==> src/rtl/mem_arbiter_pkg.sv <==
// Shared encodings for the fetch/data memory arbiter: access sizes, response owner,
// and the alignment rule used at grant time.
package mem_arbiter_pkg;

    localparam logic [1:0] SZ_B = 2'b00;
    localparam logic [1:0] SZ_H = 2'b01;
    localparam logic [1:0] SZ_W = 2'b10;

    typedef enum logic [1:0] {
        OWN_NONE = 2'd0,
        OWN_IF   = 2'd1,
        OWN_D    = 2'd2
    } owner_e;

    // The reserved size encoding is treated like a misaligned access.
    function automatic logic is_misaligned(input logic [1:0] size, input logic [1:0] off);
        case (size)
            SZ_B:    return 1'b0;
            SZ_H:    return off[0];
            SZ_W:    return off != 2'b00;
            default: return 1'b1;
        endcase
    endfunction

endpackage

==> src/rtl/mem_lane_align.sv <==
// Byte-lane steering for the data port: store byte enables and replicated write
// data, plus load lane extraction with sign or zero extension.
module mem_lane_align
    import mem_arbiter_pkg::*;
(
    input  logic [1:0]  st_size_i,
    input  logic [1:0]  st_off_i,
    input  logic [31:0] st_data_i,
    output logic [3:0]  st_be_o,
    output logic [31:0] st_wdata_o,
    input  logic [1:0]  ld_size_i,
    input  logic [1:0]  ld_off_i,
    input  logic        ld_unsigned_i,
    input  logic [31:0] ld_word_i,
    output logic [31:0] ld_data_o
);

    logic [7:0]  byte_sel;
    logic [15:0] half_sel;

    // NOTE: every output of an always_comb gets a default first, so no path leaves it
    // unassigned and no latch is inferred.
    always_comb begin
        st_be_o    = 4'b0000;
        st_wdata_o = st_data_i;
        case (st_size_i)
            SZ_B: begin
                st_be_o    = 4'b0001 << st_off_i;
                st_wdata_o = {4{st_data_i[7:0]}};
            end
            SZ_H: begin
                st_be_o    = st_off_i[1] ? 4'b1100 : 4'b0011;
                st_wdata_o = {2{st_data_i[15:0]}};
            end
            SZ_W:    st_be_o = 4'b1111;
            default: st_be_o = 4'b0000;
        endcase
    end

    always_comb begin
        case (ld_off_i)
            2'd0:    byte_sel = ld_word_i[7:0];
            2'd1:    byte_sel = ld_word_i[15:8];
            2'd2:    byte_sel = ld_word_i[23:16];
            default: byte_sel = ld_word_i[31:24];
        endcase
        half_sel = ld_off_i[1] ? ld_word_i[31:16] : ld_word_i[15:0];
        case (ld_size_i)
            SZ_B:    ld_data_o = {{24{~ld_unsigned_i & byte_sel[7]}}, byte_sel};
            SZ_H:    ld_data_o = {{16{~ld_unsigned_i & half_sel[15]}}, half_sel};
            default: ld_data_o = ld_word_i;
        endcase
    end

endmodule

==> src/rtl/mem_arbiter.sv <==
// Two-port arbiter (instruction fetch, data load/store) in front of a single-port
// synchronous RAM with 1-cycle read latency; data wins unless fetch is starving.
module mem_arbiter
    import mem_arbiter_pkg::*;
#(
    parameter int ADDR_W     = 14,
    parameter int STARVE_MAX = 4
) (
    input  logic              sys_clk,
    input  logic              sys_rst_n,
    input  logic              if_req,
    input  logic [31:0]       if_addr,
    output logic              if_gnt,
    output logic              if_rvalid,
    output logic [31:0]       if_rdata,
    input  logic              d_req,
    input  logic              d_we,
    input  logic [31:0]       d_addr,
    input  logic [31:0]       d_wdata,
    input  logic [1:0]        d_size,
    input  logic              d_unsigned,
    output logic              d_gnt,
    output logic              d_rvalid,
    output logic [31:0]       d_rdata,
    output logic              d_misalign,
    output logic              mem_en,
    output logic [3:0]        mem_we,
    output logic [ADDR_W-3:0] mem_addr,
    output logic [31:0]       mem_wdata,
    input  logic [31:0]       mem_rdata
);

    localparam int              CNT_W   = $clog2(STARVE_MAX + 1);
    localparam logic [CNT_W-1:0] CNT_MAX = CNT_W'(STARVE_MAX);

    logic [CNT_W-1:0] starve_q, starve_d;
    owner_e           owner_q, owner_d;
    logic [1:0]       ld_size_q, ld_size_d, ld_off_q, ld_off_d;
    logic             ld_uns_q, ld_uns_d, zero_q, zero_d, mis_q, mis_d;
    logic [31:0]      if_hold_q, if_hold_d, d_hold_q, d_hold_d;

    logic        if_gnt_w, d_gnt_w, d_mis, d_access;
    logic [3:0]  st_be;
    logic [31:0] ld_data, d_resp;
    logic        unused_addr_bits;

    // Fetch ignores its low address bits and both ports ignore bits above the RAM.
    assign unused_addr_bits = ^{if_addr[31:ADDR_W], if_addr[1:0], d_addr[31:ADDR_W]};

    assign if_gnt_w = sys_rst_n && if_req && (!d_req || starve_q == CNT_MAX);
    assign d_gnt_w  = sys_rst_n && d_req && !if_gnt_w;
    assign d_mis    = is_misaligned(d_size, d_addr[1:0]);
    assign d_access = d_gnt_w && !d_mis;

    mem_lane_align u_lane (
        .st_size_i     (d_size),
        .st_off_i      (d_addr[1:0]),
        .st_data_i     (d_wdata),
        .st_be_o       (st_be),
        .st_wdata_o    (mem_wdata),
        .ld_size_i     (ld_size_q),
        .ld_off_i      (ld_off_q),
        .ld_unsigned_i (ld_uns_q),
        .ld_word_i     (mem_rdata),
        .ld_data_o     (ld_data)
    );

    assign if_gnt   = if_gnt_w;
    assign d_gnt    = d_gnt_w;
    assign mem_en   = if_gnt_w || d_access;
    assign mem_we   = (d_access && d_we) ? st_be : 4'b0000;
    assign mem_addr = if_gnt_w ? if_addr[ADDR_W-1:2] : d_addr[ADDR_W-1:2];

    assign if_rvalid  = (owner_q == OWN_IF);
    assign d_rvalid   = (owner_q == OWN_D);
    assign d_resp     = zero_q ? 32'h0 : ld_data;
    assign if_rdata   = if_rvalid ? mem_rdata : if_hold_q;
    assign d_rdata    = d_rvalid ? d_resp : d_hold_q;
    assign d_misalign = d_rvalid && mis_q;

    always_comb begin
        starve_d  = starve_q;
        ld_size_d = ld_size_q;
        ld_off_d  = ld_off_q;
        ld_uns_d  = ld_uns_q;
        zero_d    = zero_q;
        mis_d     = mis_q;
        if (if_gnt_w || !if_req) begin
            starve_d = '0;
        end else if (d_gnt_w && starve_q != CNT_MAX) begin
            starve_d = starve_q + 1'b1;
        end
        if (if_gnt_w)     owner_d = OWN_IF;
        else if (d_gnt_w) owner_d = OWN_D;
        else              owner_d = OWN_NONE;
        // Load steering and the zero-response flag are captured at grant time.
        if (d_gnt_w) begin
            ld_size_d = d_size;
            ld_off_d  = d_addr[1:0];
            ld_uns_d  = d_unsigned;
            zero_d    = d_we || d_mis;
            mis_d     = d_mis;
        end
        if_hold_d = if_rvalid ? mem_rdata : if_hold_q;
        d_hold_d  = d_rvalid ? d_resp : d_hold_q;
    end

    // NOTE: sequential state uses non-blocking assignments so every register samples
    // the pre-edge values regardless of statement order.
    always_ff @(posedge sys_clk or negedge sys_rst_n) begin
        if (!sys_rst_n) begin
            starve_q  <= '0;
            owner_q   <= OWN_NONE;
            ld_size_q <= 2'b00;
            ld_off_q  <= 2'b00;
            ld_uns_q  <= 1'b0;
            zero_q    <= 1'b0;
            mis_q     <= 1'b0;
            if_hold_q <= 32'h0;
            d_hold_q  <= 32'h0;
        end else begin
            starve_q  <= starve_d;
            owner_q   <= owner_d;
            ld_size_q <= ld_size_d;
            ld_off_q  <= ld_off_d;
            ld_uns_q  <= ld_uns_d;
            zero_q    <= zero_d;
            mis_q     <= mis_d;
            if_hold_q <= if_hold_d;
            d_hold_q  <= d_hold_d;
        end
    end

endmodule

==> config.mk <==
export PLATFORM = sky130hd
export DESIGN_NAME = mem_arbiter
export DESIGN_NICKNAME = d
export VERILOG_FILES = /design/src/rtl/mem_arbiter_pkg.sv /design/src/rtl/mem_lane_align.sv /design/src/rtl/mem_arbiter.sv
export SDC_FILE = /design/constraint.sdc
export NUM_CORES = 1
export LEC_CHECK = 0
export BUFFER_PORTS_ARGS = -buffer_cell sky130_fd_sc_hd__clkbuf_2
export CAP_MARGIN = 20
export CORE_MARGIN = 2
export CORE_UTILIZATION = 40
export CTS_CLUSTER_DIAMETER = 200
export CTS_CLUSTER_SIZE = 14
export DETAILED_ROUTE_END_ITERATION = 8
export PLACE_DENSITY_LB_ADDON = 0.15
export SYNTH_ARGS = -nofsm -noshare
export SYNTH_HDL_FRONTEND = slang
export SYNTH_SLANG_ARGS = --single-unit
==> constraint.sdc <==
create_clock -name sys_clk -period 2.1 [get_ports sys_clk]
set_input_delay 0 -clock sys_clk [delete_from_list [all_inputs] [get_ports sys_clk]]
set_output_delay 0 -clock sys_clk [all_outputs]
set_load 0.005 [all_outputs]
==> summary.md <==
| Metric | Value |
|---|---|
| Clk network pwr share | `0.277` |
| Max_slew headroom | `0.387` |
| Core Util, Final | `0.586` |
| Syn Std Cell Area | `4260 sq um` |
| Final Cycle Share | `0.977` |
| CP cell instances | `or3b_4 -> or3_4 -> o22ai_1 -> a221o_1 -> clkbuf_2` |
| Leak Pwr | `0.00317 uW` |
| Seq/Total Area, Yosys | `0.446` |
| Pre-CTS WS | `approximately 0.084 ns` |
| Status | `complete, no violations` |
| Initial drt markers | `200` |
| N_diodes | `0` |
| Final setup slack of the worst path | `between 0.04 and 0.05 ns` |
| Cells on Worst Hold Path | `3` |
| Num CTS Buffers | `9` |
| Hpwl dp | `9.71 mm` |
| Slowest stage delay, CP | `0.42 ns` |
| Placed instance count | `roughly 750` |
| Hold Fails Final Rpt | `0` |
| Congestion Overflow GR | `0` |
| Crit-path slowest cell | `or3b_4` |
| Die area | `between 10,000 and 15,000 sq um` |
| Worst-Margin Slew | `0.920 ns` |
| Clk sink count | `between 70 and 80` |
| Drt pass-1 iters | `4` |
| Die Wd | `107 microns` |
| Maximum clock insertion buffer count | `2` |
| EDFF count, synth | `0` |
| Share of cells above drive strength 1 | `0.495` |
| CTS tree | `yes` |
| Syn_area_per_cell | `9.99 sq um` |
| WL/cell | `16.1 microns` |
| Netlist cell types | `47` |
| # IOs | `254` |
| Max cap viols | `0` |
| Nets | `~800` |
| Levels on crit path | `5` |
| YS warnings | `0` |
| Async set or reset register ratio after synthesis | `1.00` |
| P_int | `around 2900 uW` |
| Post-synthesis register bit count | `76` |
| WP data arrival | `2.05 ns` |
| Worst reg2reg path depth | `7` |
| Mapped Nets | `565` |
| CP Capture Type | `output port` |
| Area growth, synth to finish | `41.9%` |
| Skew-Pair Late Insertion Delay | `between 0.3 and 0.4 ns` |
| WP data required | `2.10 ns` |
| Sw Ratio | `0.314` |
| Largest net degree at the start of global routing | `74` |
| # setup viols final | `0` |
| Worst min path class | `input pin to flip-flop` |
| RSZ-0062 raised after global routing | `yes` |
| All-Layer GR Usage | `0.221` |
| Reg clk slew, reported paths | `~0.09 ns` |
| RePlAce Congestion | `between 0.8 and 0.9` |
| CP top delay family | `simple AND/OR/NAND/NOR gates` |
| Initial Utilization | `0.413` |
| Port bufs | `roughly 220` |
| Post-route ant nets | `0` |
| Clock Tree Root | `clkbuf_8` |
| Final std cells w/o fill | `approximately 800` |
| Setup TNS | `0 ns` |
| Sw Pwr | `1310 uW` |
| Vias | `4,187` |
| Drt total wl | `between 10 and 15 mm` |
| Row Count | `37` |
| Max Slew Vio Count | `0` |
| Buffers plus inverters on the worst setup path | `1` |
| Number of global-route vias before repair | `4,071` |
| Setup Skew | `roughly 0.01 ns` |
| Drt drc | `0` |
| Ys flop type | `dfrtp_1` |
| Combinational share of power | `0.295` |
| First-pass GRT wire length | `20.3 mm` |
| Via density | `5.22` |
| Fmax achieved | `487 MHz` |
| Die Ht | `107 microns` |
| CP Launch Type | `flip-flop` |
| VDD IR max | `about 380 uV` |
| Max FO, Critical Path | `6` |
| Cell count after synthesis | `between 400 and 500` |
| Htree depth | `3` |
| Core Box Area | `between 10,000 and 15,000 sq um` |
| Crit Path Class | `flip-flop to output port` |
| Period minus WS final | `roughly 2.1 ns` |
| Initial antenna violation count | `0` |
| Sequential share of power | `0.428` |
| Pwr dens | `about 690 nW/um^2` |
placed cells by master, fill, tap and decap left out, types with 20 or more instances in the layout:
master	count
a21oi_1	27
dlygate4sd3_1	28
clkbuf_2	214
nand2_1	48
mux2i_1	20
buf_4	21
o21ai_0	31
dfrtp_1	74
nand3_1	26
mux2_2	47
worst reg2reg max path, cell delays in order (launching register included):
cell and delay, ns:
dfrtp_1 0.37, buf_4 0.19, nand2b_1 0.15, buf_8 0.19, mux2i_2 0.27, o22ai_2 0.10
a221o_1 0.29, buf_4 0.14
metrics by stage:
step                      total power [uW]  area (sq um)  hold slack [ns]
after floorplan                       2400          4260           -0.296
after global placement                2930          5430           -0.169
after detailed placement              2970          5430           -0.166
after CTS                             4180          5940        0.0000155
after global routing                  4420          6050         -0.00309
final                                 4180          6050           0.0139
routing by layer:
metal,global-route usage,vias to the layer above,wire length (microns),part of all wire
li1,-,1985,-,-
met1,0.281,2012,5420,0.42
met2,0.373,173,6340,0.49
met3,0.0533,17,952,0.074
met4,0.0659,0,225,0.017
met5,0,-,0,0
flip-flops by register name, indices dropped and copies added, names as in the netlist:
name	count
d_hold_q	32
if_hold_q	32
ld_off_q	2
ld_size_q	2
ld_uns_q	1
mis_q	1
owner_q	2
starve_q	3
zero_q	1
kinds of logic after synthesis:
family          Yosys count  synth area share
compound gates           91             0.132
simple gates            120             0.146
xor+xnor                  1           0.00205
buf+inv                  57            0.0628
flops                    76             0.446
fa+ha+maj                 2           0.00587
mux                      80             0.205
what timing repair did:
item,CTS,global route
endpoints found under the setup margin,29,41
pin swaps,1,1
hold buffers,27,1
endpoints found under the hold margin,47,1
gates cloned,0,0
resized for setup,4,17
setup buffers,1,4
area by class of cell:
| cell class | instances | area [sq um] |
|---|---|---|
| clock buffers | 9 | 124 |
| clock inverters | 7 | 81.3 |
| fillers | 922 | 4270 |
| inverters | 15 | 57.6 |
| multi-input cells | 294 | 2170 |
| flip-flops and latches | 76 | 1900 |
| well taps | 136 | 170 |
| repair buffers | 265 | 1540 |
cell usage after synthesis, types with 3 or more instances:
cell type	instances	area, sq um
dfrtp_1	76	1900
nand2_1	48	180
mux2_2	47	529
o21ai_0	31	155
a21oi_1	27	135
nand3_1	26	130
mux2i_1	23	230
clkbuf_1	17	63.8
buf_2	13	65.1
inv_1	13	48.8
mux2_1	10	113
nand3_2	10	100
nor2_1	9	33.8
a22oi_1	8	60.1
buf_4	8	60.1
a221o_1	6	60.1
o22ai_1	6	37.5
nor3_1	5	25.0
and2_1	4	25.0
buf_1	3	11.3
nand2b_1	3	18.8
nor2b_1	3	18.8
power groups by stage:
| stage | Sequential (uW) | Combinational (uW) | Clock, uW |
|---|---|---|---|
| floorplan | 1770 | 629 | 0 |
| global placement | 1800 | 1130 | 0 |
| detailed placement | 1810 | 1160 | 0 |
| CTS | 1780 | 1200 | 1190 |
| global route | 1810 | 1360 | 1250 |
| finish | 1790 | 1230 | 1160 |
path summary, 6_finish.rpt:
kind | start | endpoint | slack (ns)
max in group asynchronous | sys_rst_n | ld_size_q[1]$_DFFE_PN0N_ | 0.84
worst min register to register | d_hold_q[15]$_DFF_PN0_ | d_hold_q[15]$_DFF_PN0_ | 0.48
min in group asynchronous | sys_rst_n | starve_q[1]$_DFFE_PN0P_ | 0.09
worst max register to register | ld_size_q[0]$_DFFE_PN0N_ | d_hold_q[0]$_DFF_PN0_ | 0.31
worst min-delay path | mem_rdata[31] | d_hold_q[31]$_DFF_PN0_ | 0.01
worst max-delay path | zero_q$_DFFE_PN0N_ | d_rdata[3] | 0.05
Note: power is estimated with default switching activity, not from simulation.
